## config.mk

```make
export PLATFORM = sky130hd
export DESIGN_NAME = dtw_result_streamer
export DESIGN_NICKNAME = d
export VERILOG_FILES = /design/src/rtl/dtw_result_streamer.sv
export SDC_FILE = /design/constraint.sdc
export NUM_CORES = 1
export LEC_CHECK = 0
export CORE_MARGIN = 10
export CORE_UTILIZATION = 45
export DETAILED_ROUTE_END_ITERATION = 10
export PLACE_DENSITY = 0.87
export SLEW_MARGIN = 5
export SYNTH_ARGS = -nofsm -noshare
export SYNTH_HDL_FRONTEND = slang
export SYNTH_SLANG_ARGS = --single-unit
```

## constraint.sdc

```tcl
create_clock -name clk -period 2.4 [get_ports clk]
set_clock_uncertainty 0.05 [all_clocks]
set_input_delay 0.48 -clock clk [delete_from_list [all_inputs] [get_ports clk]]
set_output_delay 0.48 -clock clk [all_outputs]
set_load 0.01 [all_outputs]
```

## src/rtl/dtw_result_streamer.sv

```systemverilog
// ---------------------------------------------------------------------------
// dtw_result_streamer
//
// Pops one DTW result record (query id, reference position, minimum cost)
// from a result FIFO that has a one-cycle registered read latency, and sends
// it as a three-beat AXI4-Stream packet:
//   beat 1 : qid
//   beat 2 : position
//   beat 3 : minval zero-extended to 32 bits (tlast = 1)
// A 32-bit counter tracks completed packets.
//
// Ports
//   clk            clock, rising edge
//   rst            synchronous active-high reset
//   enable         allows a new FIFO pop to start from IDLE
//   clear_count    synchronous clear of results_sent (wins over increment)
//   fifo_rden      FIFO read strobe, one cycle per record
//   fifo_empty     FIFO empty flag
//   fifo_minval    popped minimum cost   (valid the cycle after fifo_rden)
//   fifo_position  popped ref position   (valid the cycle after fifo_rden)
//   fifo_qid       popped query id       (valid the cycle after fifo_rden)
//   m_axis_tdata   stream data
//   m_axis_tvalid  stream valid
//   m_axis_tready  stream ready
//   m_axis_tlast   last beat of a packet
//   busy           high in every state except IDLE
//   results_sent   number of completed packets (wraps at 2^32)
// ---------------------------------------------------------------------------
module dtw_result_streamer #(
    parameter int DTW_DWIDTH = 16,
    parameter int AXI_DWIDTH = 32
) (
    input  logic                  clk,
    input  logic                  rst,
    input  logic                  enable,
    input  logic                  clear_count,
    output logic                  fifo_rden,
    input  logic                  fifo_empty,
    input  logic [DTW_DWIDTH-1:0] fifo_minval,
    input  logic [31:0]           fifo_position,
    input  logic [31:0]           fifo_qid,
    output logic [AXI_DWIDTH-1:0] m_axis_tdata,
    output logic                  m_axis_tvalid,
    input  logic                  m_axis_tready,
    output logic                  m_axis_tlast,
    output logic                  busy,
    output logic [31:0]           results_sent
);

    typedef enum logic [2:0] {
        IDLE     = 3'd0,
        POP      = 3'd1,
        LATCH    = 3'd2,
        BEAT_QID = 3'd3,
        BEAT_POS = 3'd4,
        BEAT_MIN = 3'd5
    } state_t;

    state_t state_reg;
    state_t state_next;

    // Captured record; only loaded in LATCH so FIFO outputs are ignored
    // at every other time.
    logic [31:0]           qid_reg;
    logic [31:0]           pos_reg;
    logic [DTW_DWIDTH-1:0] min_reg;

    logic [31:0] results_sent_reg;
    logic [31:0] results_sent_next;

    logic [31:0] min_ext;
    logic        last_handshake;

    // -----------------------------------------------------------------------
    // Zero extension of the captured minimum cost to a full 32-bit word.
    // -----------------------------------------------------------------------
    generate
        for (genvar gi = 0; gi < 32; gi++) begin : g_min_ext
            if (gi < DTW_DWIDTH) begin : g_bit
                assign min_ext[gi] = min_reg[gi];
            end else begin : g_zero
                assign min_ext[gi] = 1'b0;
            end
        end
    endgenerate

    // -----------------------------------------------------------------------
    // State register
    // -----------------------------------------------------------------------
    always_ff @(posedge clk) begin
        if (rst) begin
            state_reg <= IDLE;
        end else begin
            state_reg <= state_next;
        end
    end

    // -----------------------------------------------------------------------
    // Next-state and output decode. Outputs are pure functions of the state
    // and the captured registers, so tdata/tlast cannot change while a beat
    // is waiting for tready.
    // -----------------------------------------------------------------------
    always_comb begin
        state_next    = state_reg;
        fifo_rden     = 1'b0;
        m_axis_tvalid = 1'b0;
        m_axis_tlast  = 1'b0;
        m_axis_tdata  = '0;
        busy          = 1'b1;

        case (state_reg)
            IDLE: begin
                busy = 1'b0;
                if (enable && !fifo_empty) begin
                    state_next = POP;
                end
            end

            POP: begin
                fifo_rden  = 1'b1;
                state_next = LATCH;
            end

            LATCH: begin
                // FIFO read data is valid in this cycle.
                state_next = BEAT_QID;
            end

            BEAT_QID: begin
                m_axis_tvalid = 1'b1;
                m_axis_tdata  = AXI_DWIDTH'(qid_reg);
                if (m_axis_tready) begin
                    state_next = BEAT_POS;
                end
            end

            BEAT_POS: begin
                m_axis_tvalid = 1'b1;
                m_axis_tdata  = AXI_DWIDTH'(pos_reg);
                if (m_axis_tready) begin
                    state_next = BEAT_MIN;
                end
            end

            BEAT_MIN: begin
                m_axis_tvalid = 1'b1;
                m_axis_tlast  = 1'b1;
                m_axis_tdata  = AXI_DWIDTH'(min_ext);
                if (m_axis_tready) begin
                    state_next = IDLE;
                end
            end

            default: begin
                state_next = IDLE;
            end
        endcase
    end

    // -----------------------------------------------------------------------
    // Record capture
    // -----------------------------------------------------------------------
    always_ff @(posedge clk) begin
        if (rst) begin
            qid_reg <= '0;
            pos_reg <= '0;
            min_reg <= '0;
        end else if (state_reg == LATCH) begin
            qid_reg <= fifo_qid;
            pos_reg <= fifo_position;
            min_reg <= fifo_minval;
        end
    end

    // -----------------------------------------------------------------------
    // Completed-packet counter. Clear has priority over the increment; the
    // increment wraps naturally at the top of the 32-bit range.
    // -----------------------------------------------------------------------
    assign last_handshake = (state_reg == BEAT_MIN) && m_axis_tready;

    always_comb begin
        results_sent_next = results_sent_reg;
        if (clear_count) begin
            results_sent_next = '0;
        end else if (last_handshake) begin
            results_sent_next = results_sent_reg + 32'd1;
        end
    end

    always_ff @(posedge clk) begin
        if (rst) begin
            results_sent_reg <= '0;
        end else begin
            results_sent_reg <= results_sent_next;
        end
    end

    assign results_sent = results_sent_reg;

endmodule

```

==> summary.json, run 1 <==
{
  "layout": {
    "antenna_cells_inserted": 0,
    "final_design_area_no_fill_sq_um": 7290,
    "num-nets-final": 872,
    "area_delta_synth_final_pct": 45.0,
    "num-fill-cells": 873,
    "instances_no_fill": 934,
    "final_layout_size_suffix_gt1_share_pct": 11.1
  },
  "min_path": {
    "whs_endpoint": "results_sent[18]",
    "timing.hold.worst.class": "in -> reg",
    "worst_hold_path.num_cells": 3,
    "hold_path_startpoint": "rst"
  },
  "route": {
    "first_pass_iters": 6,
    "avgRoutedWirePerCell_um": 17.3,
    "routed_via_density": 5.60,
    "final_antenna_net_count": 0,
    "remaining_drc_errors": 0,
    "dr.first_iter.drc_count": 419,
    "totalWireLength_um": 16100,
    "vias": 5231
  },
  "setup_path": {
    "timing.critical_path.cells": "buf_4 > clkbuf_16 > or3_1 > dlygate4sd2_1",
    "worst-path-max-fanout": 14,
    "reg2reg_setup_slack_ns": 0.17,
    "setup.worst_path.end_class": "output pin",
    "reg2reg_depth": 7,
    "critPathMaxStageDelay_ns": 0.36,
    "cp_slowest_cell": "sky130_fd_sc_hd__dfxtp_4",
    "data_required_time_of_the_critical_path_ns": 1.87,
    "critical_path_arrival_ns": 1.84,
    "worst_setup_path_type": "reg -> out",
    "worstReg2RegEnd": "results_sent[20]",
    "launching_point_of_the_worst_reg2reg_path": "state_reg[1]",
    "start_kind": "flip-flop"
  },
  "global_route": {
    "grt_start_max_net_pins": 51,
    "global_route.usage.total_pct": 19.3,
    "grt_antenna_before_repair": 1,
    "grt_pass1_vias": 5239,
    "grt_first_pass_wirelength_um": 25600,
    "grt.overflow.total": 0
  },
  "cts": {
    "insertion_delay_ns": 0.51,
    "clkSlewWorstSetupHoldPaths_ns": 0.05,
    "clk_path_buf_depth": 2,
    "cts_made_buffers": 17,
    "cts_root_buf": "sky130_fd_sc_hd__clkbuf_8",
    "cts_num_sinks": 115,
    "cts_tree": "built",
    "cts_htree_levels": 4
  },
  "timing": {
    "timing.final.crit_share_pct": 98.6,
    "slew_violations": 0,
    "slew_limit_headroom_pct": 47.4,
    "fin_setup_tns_ns": 0,
    "tightestPinTransition_ns": 0.786,
    "finalSetupViolations": 0,
    "rsz0062_at_grt": "no",
    "final-hold-violation-count": 0,
    "timing.hold.ws_ns": 0.320,
    "period_minus_slack_ns": 2.37,
    "fmax_mhz": 423
  },
  "floorplan": {
    "width_of_the_die_um": 126,
    "placeable_core_area_sq_um": 10900,
    "initial_core_util_pct": 46.2,
    "fp.dieArea_sq_um": 15800,
    "die_height_um": 126,
    "placement_row_count": 38,
    "ports_placed_on_the_boundary": 154
  },
  "placement": {
    "place_hpwl_um": 11200,
    "routabilityCongestion": 0.880,
    "dp.cells": 898,
    "i_o_buffers": 153,
    "placed_inst_area_sq_um": 6710
  },
  "logic_synthesis": {
    "ys_seq_elements": 115,
    "asyncSetResetFlopFracSynth_pct": 0,
    "yosysMostFrequentCell": "sky130_fd_sc_hd__nand2_1",
    "synthCells": 635,
    "postSynthAreaPerCell_sq_um": 7.92,
    "largest_family_of_logic_cells_by_synthesized_area": "simple AND/OR/NAND/NOR gates",
    "synth.yosys.seq_area_share_pct": 45.8,
    "synth_enable_flop_cells": 0,
    "synth_mux_area_share_pct": 3.38,
    "synth_flop_cell": "sky130_fd_sc_hd__dfxtp_1",
    "synth_compound_gate_area_share_pct": 20.0,
    "ys_types": 42,
    "synth.top_cells.by_area": "sky130_fd_sc_hd__dfxtp_1 46%, sky130_fd_sc_hd__nand2_1 14%, sky130_fd_sc_hd__a21oi_1 9.5%",
    "synth-simple-area-share_pct": 24.6,
    "synthAdderAreaFrac_pct": 0.249,
    "synth.top_cells.by_count": "194 x sky130_fd_sc_hd__nand2_1, 115 x sky130_fd_sc_hd__dfxtp_1, 95 x sky130_fd_sc_hd__a21oi_1, 43 x sky130_fd_sc_hd__clkbuf_1, 29 x sky130_fd_sc_hd__o21ai_0",
    "yosys.area_share.xor_xnor_pct": 1.39,
    "post-synth-top-area-fraction_pct": 45.8,
    "mappedNetlistArea_sq_um": 5030,
    "synthesis.nets": 722,
    "post-synth-top-area-cell": "sky130_fd_sc_hd__dfxtp_1",
    "synthesis.yosys.warnings": 0
  },
  "pwr": {
    "power.share.switching_pct": 23.6,
    "power_density_nw_per_um2": 641,
    "p_sw_mw": 1.11,
    "internal-power_mw": 3.57,
    "pwr-share-seq_pct": 43.4,
    "comb_power_share_pct": 10.3,
    "vdd.ir_drop.worst_mv": 0.507,
    "leakage_dissipation_nw": 2.66,
    "share_clk_of_total_power_pct": 46.3
  },
  "job": {
    "max-cap-violations": 0
  },
  "status": {
    "result_of_the_run": "finished, final reports clean"
  }
}
-- how the worst max path moves through the flow --
stage | start | endpoint | slack, ns | cells after the start
4_1_cts | state_reg[0] | m_axis_tlast | 0.004 | 4
3_3_place_gp | m_axis_tready | results_sent[24] | -0.05 | 6
3_5_place_dp | m_axis_tready | results_sent[20] | -0.14 | 6
5_1_grt | state_reg[0] | busy | 0.0004 | 4
2_1_floorplan | state_reg[0] | m_axis_tdata[10] | 0.29 | 4
6_report | state_reg[0] | busy | 0.03 | 4
-- logic make-up (layout without fill, tap and decap cells) --
logic type,after synthesis,in the layout
simple gates,275,275
compound gates,164,164
flops,115,115
buf+inv,55,214
mux,17,17
xor+xnor,8,8
fa+ha+maj,1,1
-- cells in the final DEF (no fill, tap or decap), types with 6 or more instances in the layout --
cell type / count
sky130_fd_sc_hd__o41ai_1: 7
sky130_fd_sc_hd__clkdlybuf4s50_1: 116
sky130_fd_sc_hd__nor2_1: 15
sky130_fd_sc_hd__nand2_1: 192
sky130_fd_sc_hd__inv_1: 6
sky130_fd_sc_hd__or3_1: 20
sky130_fd_sc_hd__dlygate4sd2_1: 22
sky130_fd_sc_hd__clkbuf_16: 17
sky130_fd_sc_hd__nand4_1: 6
sky130_fd_sc_hd__buf_2: 12
sky130_fd_sc_hd__nand3_1: 12
sky130_fd_sc_hd__a21oi_1: 95
sky130_fd_sc_hd__dfxtp_1: 112
sky130_fd_sc_hd__mux2i_1: 17
sky130_fd_sc_hd__a22o_1: 16
sky130_fd_sc_hd__o21ai_0: 25
sky130_fd_sc_hd__buf_4: 18
-- worst max-delay path, delay by kind of cell, from the launching register on --
family,cells,cell delay (ns)
DFF,1,0.36
and+or+nand+nor,1,0.36
buffers and inverters,3,0.61
-- per-layer routing --
| metal | global-route usage (%) | up-vias | wire length [um] |
|---|---|---|---|
| li1 | - | 2502 | - |
| met2 | 33.4 | 213 | 7940 |
| met5 | 0 | - | 0 |
| met3 | 8.72 | 19 | 1660 |
| met4 | 5.69 | 0 | 180 |
| met1 | 20.7 | 2497 | 6370 |
-- power by group through the flow --
stage               combinational, mW  clock [mW]  sequential, mW
detailed placement              0.453           0            2.07
global placement                0.443           0            2.06
floorplan                       0.230           0            2.05
finish                          0.480        2.17            2.03
global route                    0.522        2.27            2.04
CTS                             0.465        2.18            2.03
-- per-stage QoR --
step,power [mW],utilization [%],worst slack [ns]
6_report,4.68,67.0,0.0335
5_1_grt,4.83,67.0,0.000350
4_1_cts,4.67,66.6,0.00405
3_5_place_dp,2.52,61.6,-0.139
3_3_place_gp,2.51,61.6,-0.0530
2_1_floorplan,2.28,-,0.290
-- final cells by class --
| type | count | area (sq um) | share of cell area [%] |
|---|---|---|---|
| clock inverter | 6 | 32.5 | 0.446 |
| multi-input combinational | 465 | 2540 | 34.8 |
| tap | 140 | 175 | 2.40 |
| clock buffer | 22 | 473 | 6.48 |
| sequential | 115 | 2310 | 31.7 |
| inverter | 6 | 22.5 | 0.309 |
| timing repair buffer | 180 | 1740 | 23.9 |
-- timing repair --
item | 4_1_cts | 5_1_grt
buffers inserted | 5 | 1
setup endpoints to repair | 36 | 5
hold buffers | 0 | 0
gates resized for setup | 84 | 10
gates cloned | 1 | 1
pin swaps | 0 | 2
(Power assumes the default switching activity.)
==> run 2: changes to the inputs <==
--- a/config.mk
+++ b/config.mk
@@ -9,5 +9,7 @@
 export CORE_UTILIZATION = 45
 export DETAILED_ROUTE_END_ITERATION = 10
+export GPL_ROUTABILITY_DRIVEN = 0
 export PLACE_DENSITY = 0.87
+export SETUP_SLACK_MARGIN = 0.3
 export SLEW_MARGIN = 5
 export SYNTH_ARGS = -nofsm -noshare
--- a/constraint.sdc
+++ b/constraint.sdc
@@ -3,3 +3,3 @@
 set_input_delay 0.48 -clock clk [delete_from_list [all_inputs] [get_ports clk]]
 set_output_delay 0.48 -clock clk [all_outputs]
-set_load 0.01 [all_outputs]
+set_load 0.05 [all_outputs]
==> run 2 against run 1 <==
Effect of this change:
- critical path depth rose by 1
- hold slack improved by 0.063 ns
- combinational power is 32% higher
- highest routed layer unchanged
- non-clock buffer count is 25 higher
==> summary.json, run 2 (same netlist as run 1, synthesis figures left out) <==
{
  "cts": {
    "clk_path_buf_depth": {"value": 2, "change": "unchanged"},
    "insertion_delay": {"value": 0.54, "unit": "ns", "change": "+0.03 ns"},
    "clkSlewWorstSetupHoldPaths": {"value": 0.06, "unit": "ns", "change": "about the same"},
    "cts_num_sinks": {"value": 115, "change": "unchanged"},
    "cts_tree": "built",
    "cts_root_buf": "sky130_fd_sc_hd__clkbuf_8",
    "cts_htree_levels": {"value": 4, "change": "unchanged"},
    "cts_made_buffers": {"value": 17, "change": "unchanged"},
    "post_cts_hold_buffer_count": {"value": 0, "change": "unchanged"}
  },
  "timing": {
    "timing.final.crit_share": {"value": 97.8, "unit": "%", "change": "-0.85 points"},
    "final-hold-violation-count": {"value": 0, "change": "unchanged"},
    "fmax": {"value": 426, "unit": "MHz", "change": "+0.87%"},
    "rsz0062_at_grt": "yes",
    "period_minus_slack": {"value": 2.35, "unit": "ns", "change": "-0.0204 ns"},
    "timing.hold.ws": {"value": 0.383, "unit": "ns", "change": "+0.0631 ns"},
    "slew_violations": {"value": 0, "change": "unchanged"},
    "slew_limit_headroom": {"value": 32.8, "unit": "%", "change": "-15 points"},
    "finalSetupViolations": {"value": 0, "change": "unchanged"},
    "tightestPinTransition": {"value": 1.00, "unit": "ns", "change": "+0.218 ns"}
  },
  "layout": {
    "num-nets-final": {"value": 899, "change": "+3.1%"},
    "layout.cells.most_common": "sky130_fd_sc_hd__nand2_1",
    "post-route-util": {"value": 81.3, "unit": "%", "change": "+14 points"},
    "mostFrequentLayoutCells": "175 x sky130_fd_sc_hd__nand2_1, 101 x sky130_fd_sc_hd__dfxtp_1, 91 x sky130_fd_sc_hd__a21oi_1",
    "final_layout_size_suffix_gt1_share": {"value": 28.4, "unit": "%", "change": "+17 points"},
    "area_delta_synth_final_pct": 76.0
  },
  "global_route": {
    "grt_first_pass_wirelength": {"value": 30900, "unit": "um", "change": "+21%"},
    "global_route.usage.total": {"value": 23.6, "unit": "%", "change": "+4.4 points"},
    "grt_antenna_before_repair": {"value": 1, "change": "unchanged"},
    "grt.overflow.total": {"value": 0, "change": "unchanged"},
    "grt_pass1_vias": {"value": 5877, "change": "+12%"},
    "grt_start_max_net_pins": {"value": 81, "change": "+59%"}
  },
  "floorplan": {
    "fp.dieArea": {"value": 15800, "unit": "sq um", "change": "unchanged"},
    "ports_placed_on_the_boundary": {"value": 154, "change": "unchanged"},
    "die_height": {"value": 126, "unit": "um", "change": "unchanged"},
    "width_of_the_die": {"value": 126, "unit": "um", "change": "unchanged"},
    "initial_core_util": {"value": 46.2, "unit": "%", "change": "unchanged"},
    "placement_row_count": {"value": 38, "change": "unchanged"},
    "placeable_core_area": {"value": 10900, "unit": "sq um", "change": "unchanged"}
  },
  "placement": {
    "place_hpwl": {"value": 11600, "unit": "um", "change": "+3.5%"},
    "i_o_buffers": {"value": 153, "change": "unchanged"}
  },
  "setup_path": {
    "worst-path-max-fanout": {"value": 8, "change": "-6"},
    "worst_setup_path_type": "reg -> out",
    "setup.worst_path.end_class": "output pin",
    "data_required_time_of_the_critical_path": {"value": 1.87, "unit": "ns", "change": "about the same"},
    "critical_path_arrival": {"value": 1.82, "unit": "ns", "change": "-0.02 ns"},
    "start_kind": "flip-flop"
  },
  "pwr": {
    "internal-power": {"value": 3.80, "unit": "mW", "change": "+6.4%"},
    "comb_power_share": {"value": 12.2, "unit": "%", "change": "+1.9 points"},
    "p_sw": {"value": 1.42, "unit": "mW", "change": "+29%"},
    "vdd.ir_drop.worst": {"value": 0.469, "unit": "mV", "change": "-7.5%"},
    "pwr-share-seq": {"value": 39.5, "unit": "%", "change": "-3.9 points"},
    "share_clk_of_total_power": {"value": 48.3, "unit": "%", "change": "+2.0 points"},
    "power_density": {"value": 590, "unit": "nW/um^2", "change": "-8.0%"},
    "leakage_dissipation": {"value": 3.45, "unit": "nW", "change": "+30%"},
    "power.share.switching": {"value": 27.3, "unit": "%", "change": "+3.6 points"}
  },
  "min_path": {
    "timing.hold.worst.class": "in -> reg"
  },
  "route": {
    "totalWireLength": {"value": 23200, "unit": "um", "change": "+43%"},
    "routed_via_density": {"value": 6.31, "change": "+13%"},
    "final_antenna_net_count": {"value": 0, "change": "unchanged"},
    "first_pass_iters": {"value": 6, "change": "unchanged"},
    "remaining_drc_errors": {"value": 0, "change": "unchanged"},
    "avgRoutedWirePerCell": {"value": 24.0, "unit": "um", "change": "+39%"},
    "vias": {"value": 6100, "change": "+17%"},
    "dr.first_iter.drc_count": {"value": 746, "change": "+78%"}
  },
  "status": {
    "result_of_the_run": "finished, final reports clean"
  },
  "job": {
    "max-cap-violations": {"value": 0, "change": "unchanged"}
  }
}
[run 2: cell types whose count changed in the layout (fill, tap and decap cells not counted), sizes merged]
cell	previous run	this run
buf	38	87
bufinv	0	2
clkbuf	24	22
clkdlybuf4s15	1	2
clkdlybuf4s50	116	84
clkinv	5	4
clkinvlp	1	5
diode	0	1
dlygate4sd2	22	28
dlymetal6s2s	1	0
inv	6	9
or4	6	8
[run 2: critical path: stages (launching register included)]
cell,delay (ns)
sky130_fd_sc_hd__dfxtp_4,0.39
sky130_fd_sc_hd__buf_6,0.14
sky130_fd_sc_hd__buf_16,0.14
sky130_fd_sc_hd__mux2i_1,0.35
sky130_fd_sc_hd__o21ai_4,0.10
sky130_fd_sc_hd__buf_12,0.16
[run 2: what timing repair did]
action,CTS,global route
buffers inserted,15,16
setup endpoints to repair,66,60
pin swaps,16,24
resized for setup,116,74
cloned,4,4
[run 2: power groups by stage]
stage	clock (mW)	combinational, mW	sequential (mW)
2_1_floorplan	0	0.260	2.06
3_3_place_gp	0	0.479	2.07
3_5_place_dp	0	0.493	2.07
4_1_cts	2.47	0.573	2.04
5_1_grt	2.60	0.668	2.06
6_report	2.53	0.636	2.06
[run 2: area by class of cell]
cell class | count | area, sq um
inverter | 6 | 22.5
sequential | 115 | 2320
multi-input combinational | 467 | 3200
clock inverter | 14 | 155
antenna | 1 | 2.50
fill | 548 | 2030
clock buffer | 18 | 428
tap | 140 | 175
timing repair buffer | 205 | 2550
[run 2: worst paths after layout]
check | from | to | slack (ns) | cells past startpoint
hold / removal | rst | results_sent[24] | 0.38 | 3
setup / recovery | state_reg[0] | m_axis_tdata[1] | 0.05 | 5
hold reg to reg | min_reg[11] | min_reg[11] | 0.43 | 2
setup reg to reg | state_reg[2] | results_sent[15] | 0.17 | 9
[run 2: through the flow]
stage / power (mW) / TNS (ns) / instances / instance area (sq um) / setup WS [ns]
after global placement: 2.54 / -0.0825 / 894 / 7160 / -0.0209
after CTS: 5.09 / 0 / 945 / 8310 / 0.0948
after floorplan: 2.31 / 0 / 635 / 5170 / 0.316
final: 5.23 / 0 / 966 / 8850 / 0.0539
after detailed placement: 2.56 / -0.753 / 894 / 7160 / -0.104
after global routing: 5.33 / 0 / 966 / 8850 / 0.0326
[run 2: metal layers]
metal  global-route usage [%]  share of wire [%]
met1                     26.1                 35
met5                        0                  0
met4                     11.1                6.0
met3                     7.84                9.9
met2                     40.3                 49
==> run 3: changes to the inputs <==
CORE_UTILIZATION = 47   (was 45)
PLACE_DENSITY = 0.9   (was 0.87)
==> run 3 against run 2 <==
Effect of this change:
- hold slack better by 0.035 ns
- global-route usage increased by 2.0 points
- non-clock buffer count down 21
- combinational power fell by 3%
- wire length is 3.5% lower
- via count fell by 2.5%
- die area is 3.6% lower
- sequential share of layout area rose by 1.1 points
==> summary.json, run 3 (same netlist as run 1, synthesis figures left out) <==
{
  "pwr": {
    "power_density": {"value": 585, "unit": "nW/um^2", "change": "-0.88%"},
    "p_total": {"value": 4.97, "unit": "mW", "change": "-4.8%"},
    "vdd.ir_drop.worst": {"value": 0.442, "unit": "mV", "change": "-5.7%"},
    "leakage_dissipation": {"value": 3.27, "unit": "nW", "change": "-5.1%"}
  },
  "setup_path": {
    "start_kind": "flip-flop",
    "worstReg2RegEnd": "results_sent[19]",
    "reg2reg_depth": {"value": 6, "change": "-3"},
    "setup.worst_path.end_class": "output pin",
    "reg2reg_setup_slack": {"value": 0.12, "unit": "ns", "change": "-0.05 ns"},
    "worst-path-max-fanout": {"value": 8, "change": "unchanged"},
    "worst_setup_path_type": "reg -> out",
    "critical_path_arrival": {"value": 1.79, "unit": "ns", "change": "-0.03 ns"},
    "launching_point_of_the_worst_reg2reg_path": "state_reg[2]",
    "data_required_time_of_the_critical_path": {"value": 1.87, "unit": "ns", "change": "about the same"}
  },
  "layout": {
    "num-fill-cells": {"value": 526, "change": "-4.0%"},
    "final_layout_size_suffix_gt1_share": {"value": 25.0, "unit": "%", "change": "-3.3 points"},
    "layout.cells.most_common": "sky130_fd_sc_hd__nand2_1",
    "instances_no_fill": {"value": 939, "change": "-2.8%"},
    "area_delta_synth_final_pct": 69.0,
    "final_design_area_no_fill": {"value": 8500, "unit": "sq um", "change": "-4.0%"},
    "num-nets-final": {"value": 879, "change": "-2.2%"},
    "antenna_cells_inserted": {"value": 0, "change": "-1"},
    "post-route-util": {"value": 82.0, "unit": "%", "change": "+0.68 points"},
    "mostFrequentLayoutCells": "180 x sky130_fd_sc_hd__nand2_1, 101 x sky130_fd_sc_hd__dfxtp_1, 94 x sky130_fd_sc_hd__a21oi_1"
  },
  "timing": {
    "finalSetupViolations": {"value": 0, "change": "unchanged"},
    "fmax": {"value": 432, "unit": "MHz", "change": "+1.3%"},
    "rsz0062_at_grt": "yes",
    "timing.final.crit_share": {"value": 96.5, "unit": "%", "change": "-1.2 points"},
    "slew_violations": {"value": 0, "change": "unchanged"},
    "final-hold-violation-count": {"value": 0, "change": "unchanged"},
    "fin_setup_tns": {"value": 0, "unit": "ns", "change": "unchanged"},
    "period_minus_slack": {"value": 2.32, "unit": "ns", "change": "-0.0294 ns"},
    "tightestPinTransition": {"value": 0.765, "unit": "ns", "change": "-0.240 ns"},
    "slew_limit_headroom": {"value": 48.9, "unit": "%", "change": "+16 points"}
  },
  "min_path": {
    "worst_hold_path.num_cells": {"value": 2, "change": "-1"},
    "hold_path_startpoint": "qid_reg[23]",
    "timing.hold.worst.class": "reg -> reg",
    "whs_endpoint": "qid_reg[23]"
  },
  "job": {
    "max-cap-violations": {"value": 0, "change": "unchanged"}
  },
  "global_route": {
    "grt_antenna_before_repair": {"value": 0, "change": "-1"},
    "grt_start_max_net_pins": {"value": 65, "change": "-20%"},
    "grt_first_pass_wirelength": {"value": 30700, "unit": "um", "change": "-0.62%"},
    "grt.overflow.total": {"value": 0, "change": "unchanged"},
    "global_route.usage.total": {"value": 25.6, "unit": "%", "change": "+2.0 points"},
    "grt_pass1_vias": {"value": 5927, "change": "+0.85%"}
  },
  "route": {
    "first_pass_iters": {"value": 8, "change": "+2"},
    "final_antenna_net_count": {"value": 0, "change": "unchanged"},
    "routed_via_density": {"value": 6.34, "change": "+0.35%"},
    "avgRoutedWirePerCell": {"value": 23.8, "unit": "um", "change": "-0.70%"},
    "vias": {"value": 5950, "change": "-2.5%"},
    "remaining_drc_errors": {"value": 0, "change": "unchanged"},
    "dr.first_iter.drc_count": {"value": 944, "change": "+27%"},
    "totalWireLength": {"value": 22400, "unit": "um", "change": "-3.5%"}
  },
  "floorplan": {
    "ports_placed_on_the_boundary": {"value": 154, "change": "unchanged"},
    "initial_core_util": {"value": 48.5, "unit": "%", "change": "+2.3 points"},
    "placeable_core_area": {"value": 10400, "unit": "sq um", "change": "-4.8%"},
    "placement_row_count": {"value": 37, "change": "-2.6%"},
    "die_height": {"value": 123, "unit": "um", "change": "-1.8%"},
    "width_of_the_die": {"value": 123, "unit": "um", "change": "-1.8%"},
    "fp.dieArea": {"value": 15200, "unit": "sq um", "change": "-3.6%"}
  },
  "placement": {
    "place_hpwl": {"value": 11700, "unit": "um", "change": "+1.5%"},
    "dp.cells": {"value": 890, "change": "-0.45%"},
    "placed_inst_area": {"value": 7180, "unit": "sq um", "change": "+0.26%"},
    "i_o_buffers": {"value": 153, "change": "unchanged"}
  },
  "status": {
    "result_of_the_run": "finished, final reports clean"
  },
  "cts": {
    "cts_tree": "built",
    "clk_path_buf_depth": {"value": 2, "change": "unchanged"},
    "cts_htree_levels": {"value": 4, "change": "unchanged"},
    "post_cts_hold_buffer_count": {"value": 0, "change": "unchanged"},
    "cts_made_buffers": {"value": 17, "change": "unchanged"},
    "insertion_delay": {"value": 0.52, "unit": "ns", "change": "-0.02 ns"},
    "clkSlewWorstSetupHoldPaths": {"value": 0.06, "unit": "ns", "change": "about the same"},
    "cts_num_sinks": {"value": 115, "change": "unchanged"},
    "cts_root_buf": "sky130_fd_sc_hd__clkbuf_8"
  }
}
run 3: per-layer routing:
layer	part of all wire, %	vias to the layer above	GRT usage [%]
met5	0	-	0
met4	6.4	0	13.5
met3	11	124	8.93
met2	49	484	44.7
met1	34	2789	26.6
li1	-	2553	-
run 3: repair_timing:
item | 4_1_cts | 5_1_grt
setup endpoints to repair | 71 | 56
setup buffers | 9 | 2
pin swaps | 10 | 24
resized for setup | 113 | 33
cloned | 5 | 3
run 3: how the worst max path moves through the flow:
stage                  endpoint  cells past startpoint  slack (ns)       startpoint
6_report        m_axis_tdata[2]                      7        0.08     state_reg[0]
3_5_place_dp   results_sent[24]                      6       -0.14    m_axis_tready
5_1_grt         m_axis_tdata[2]                      7        0.04     state_reg[0]
3_3_place_gp   results_sent[21]                      5       -0.04    m_axis_tready
2_1_floorplan   results_sent[8]                      5        0.32  results_sent[0]
4_1_cts        m_axis_tdata[28]                      5        0.10     state_reg[1]
run 3: area by class of cell:
| type | count | area [sq um] | area share, % |
|---|---|---|---|
| multi-input combinational | 468 | 3150 | 37.0 |
| inverter | 6 | 22.5 | 0.265 |
| tap | 136 | 170 | 2.00 |
| timing repair buffer | 184 | 2320 | 27.3 |
| sequential | 115 | 2320 | 27.3 |
| clock inverter | 11 | 90.1 | 1.06 |
| clock buffer | 19 | 432 | 5.08 |
run 3: critical path, stage by stage (launching register included):
cell	delay (ns)
sky130_fd_sc_hd__dfxtp_4	0.39
sky130_fd_sc_hd__nand2_4	0.07
sky130_fd_sc_hd__nor2_4	0.16
sky130_fd_sc_hd__buf_12	0.15
sky130_fd_sc_hd__buf_16	0.15
sky130_fd_sc_hd__nand2_4	0.07
sky130_fd_sc_hd__o21ai_4	0.09
sky130_fd_sc_hd__buf_12	0.17
run 3: power breakdown:
| group | internal, mW | switching [mW] | leakage, nW |
|---|---|---|---|
| clock | 1.37 | 0.917 | 0.251 |
| combinational | 0.292 | 0.328 | 2.08 |
| sequential | 1.99 | 0.0785 | 0.939 |
| total | 3.65 | 1.32 | 3.27 |
run 3: metrics by stage:
step,setup WS [ns],hold WS [ns]
6_report,0.0833,0.418
5_1_grt,0.0432,0.443
4_1_cts,0.103,0.396
3_5_place_dp,-0.139,0.397
3_3_place_gp,-0.0450,0.391
2_1_floorplan,0.316,0.386
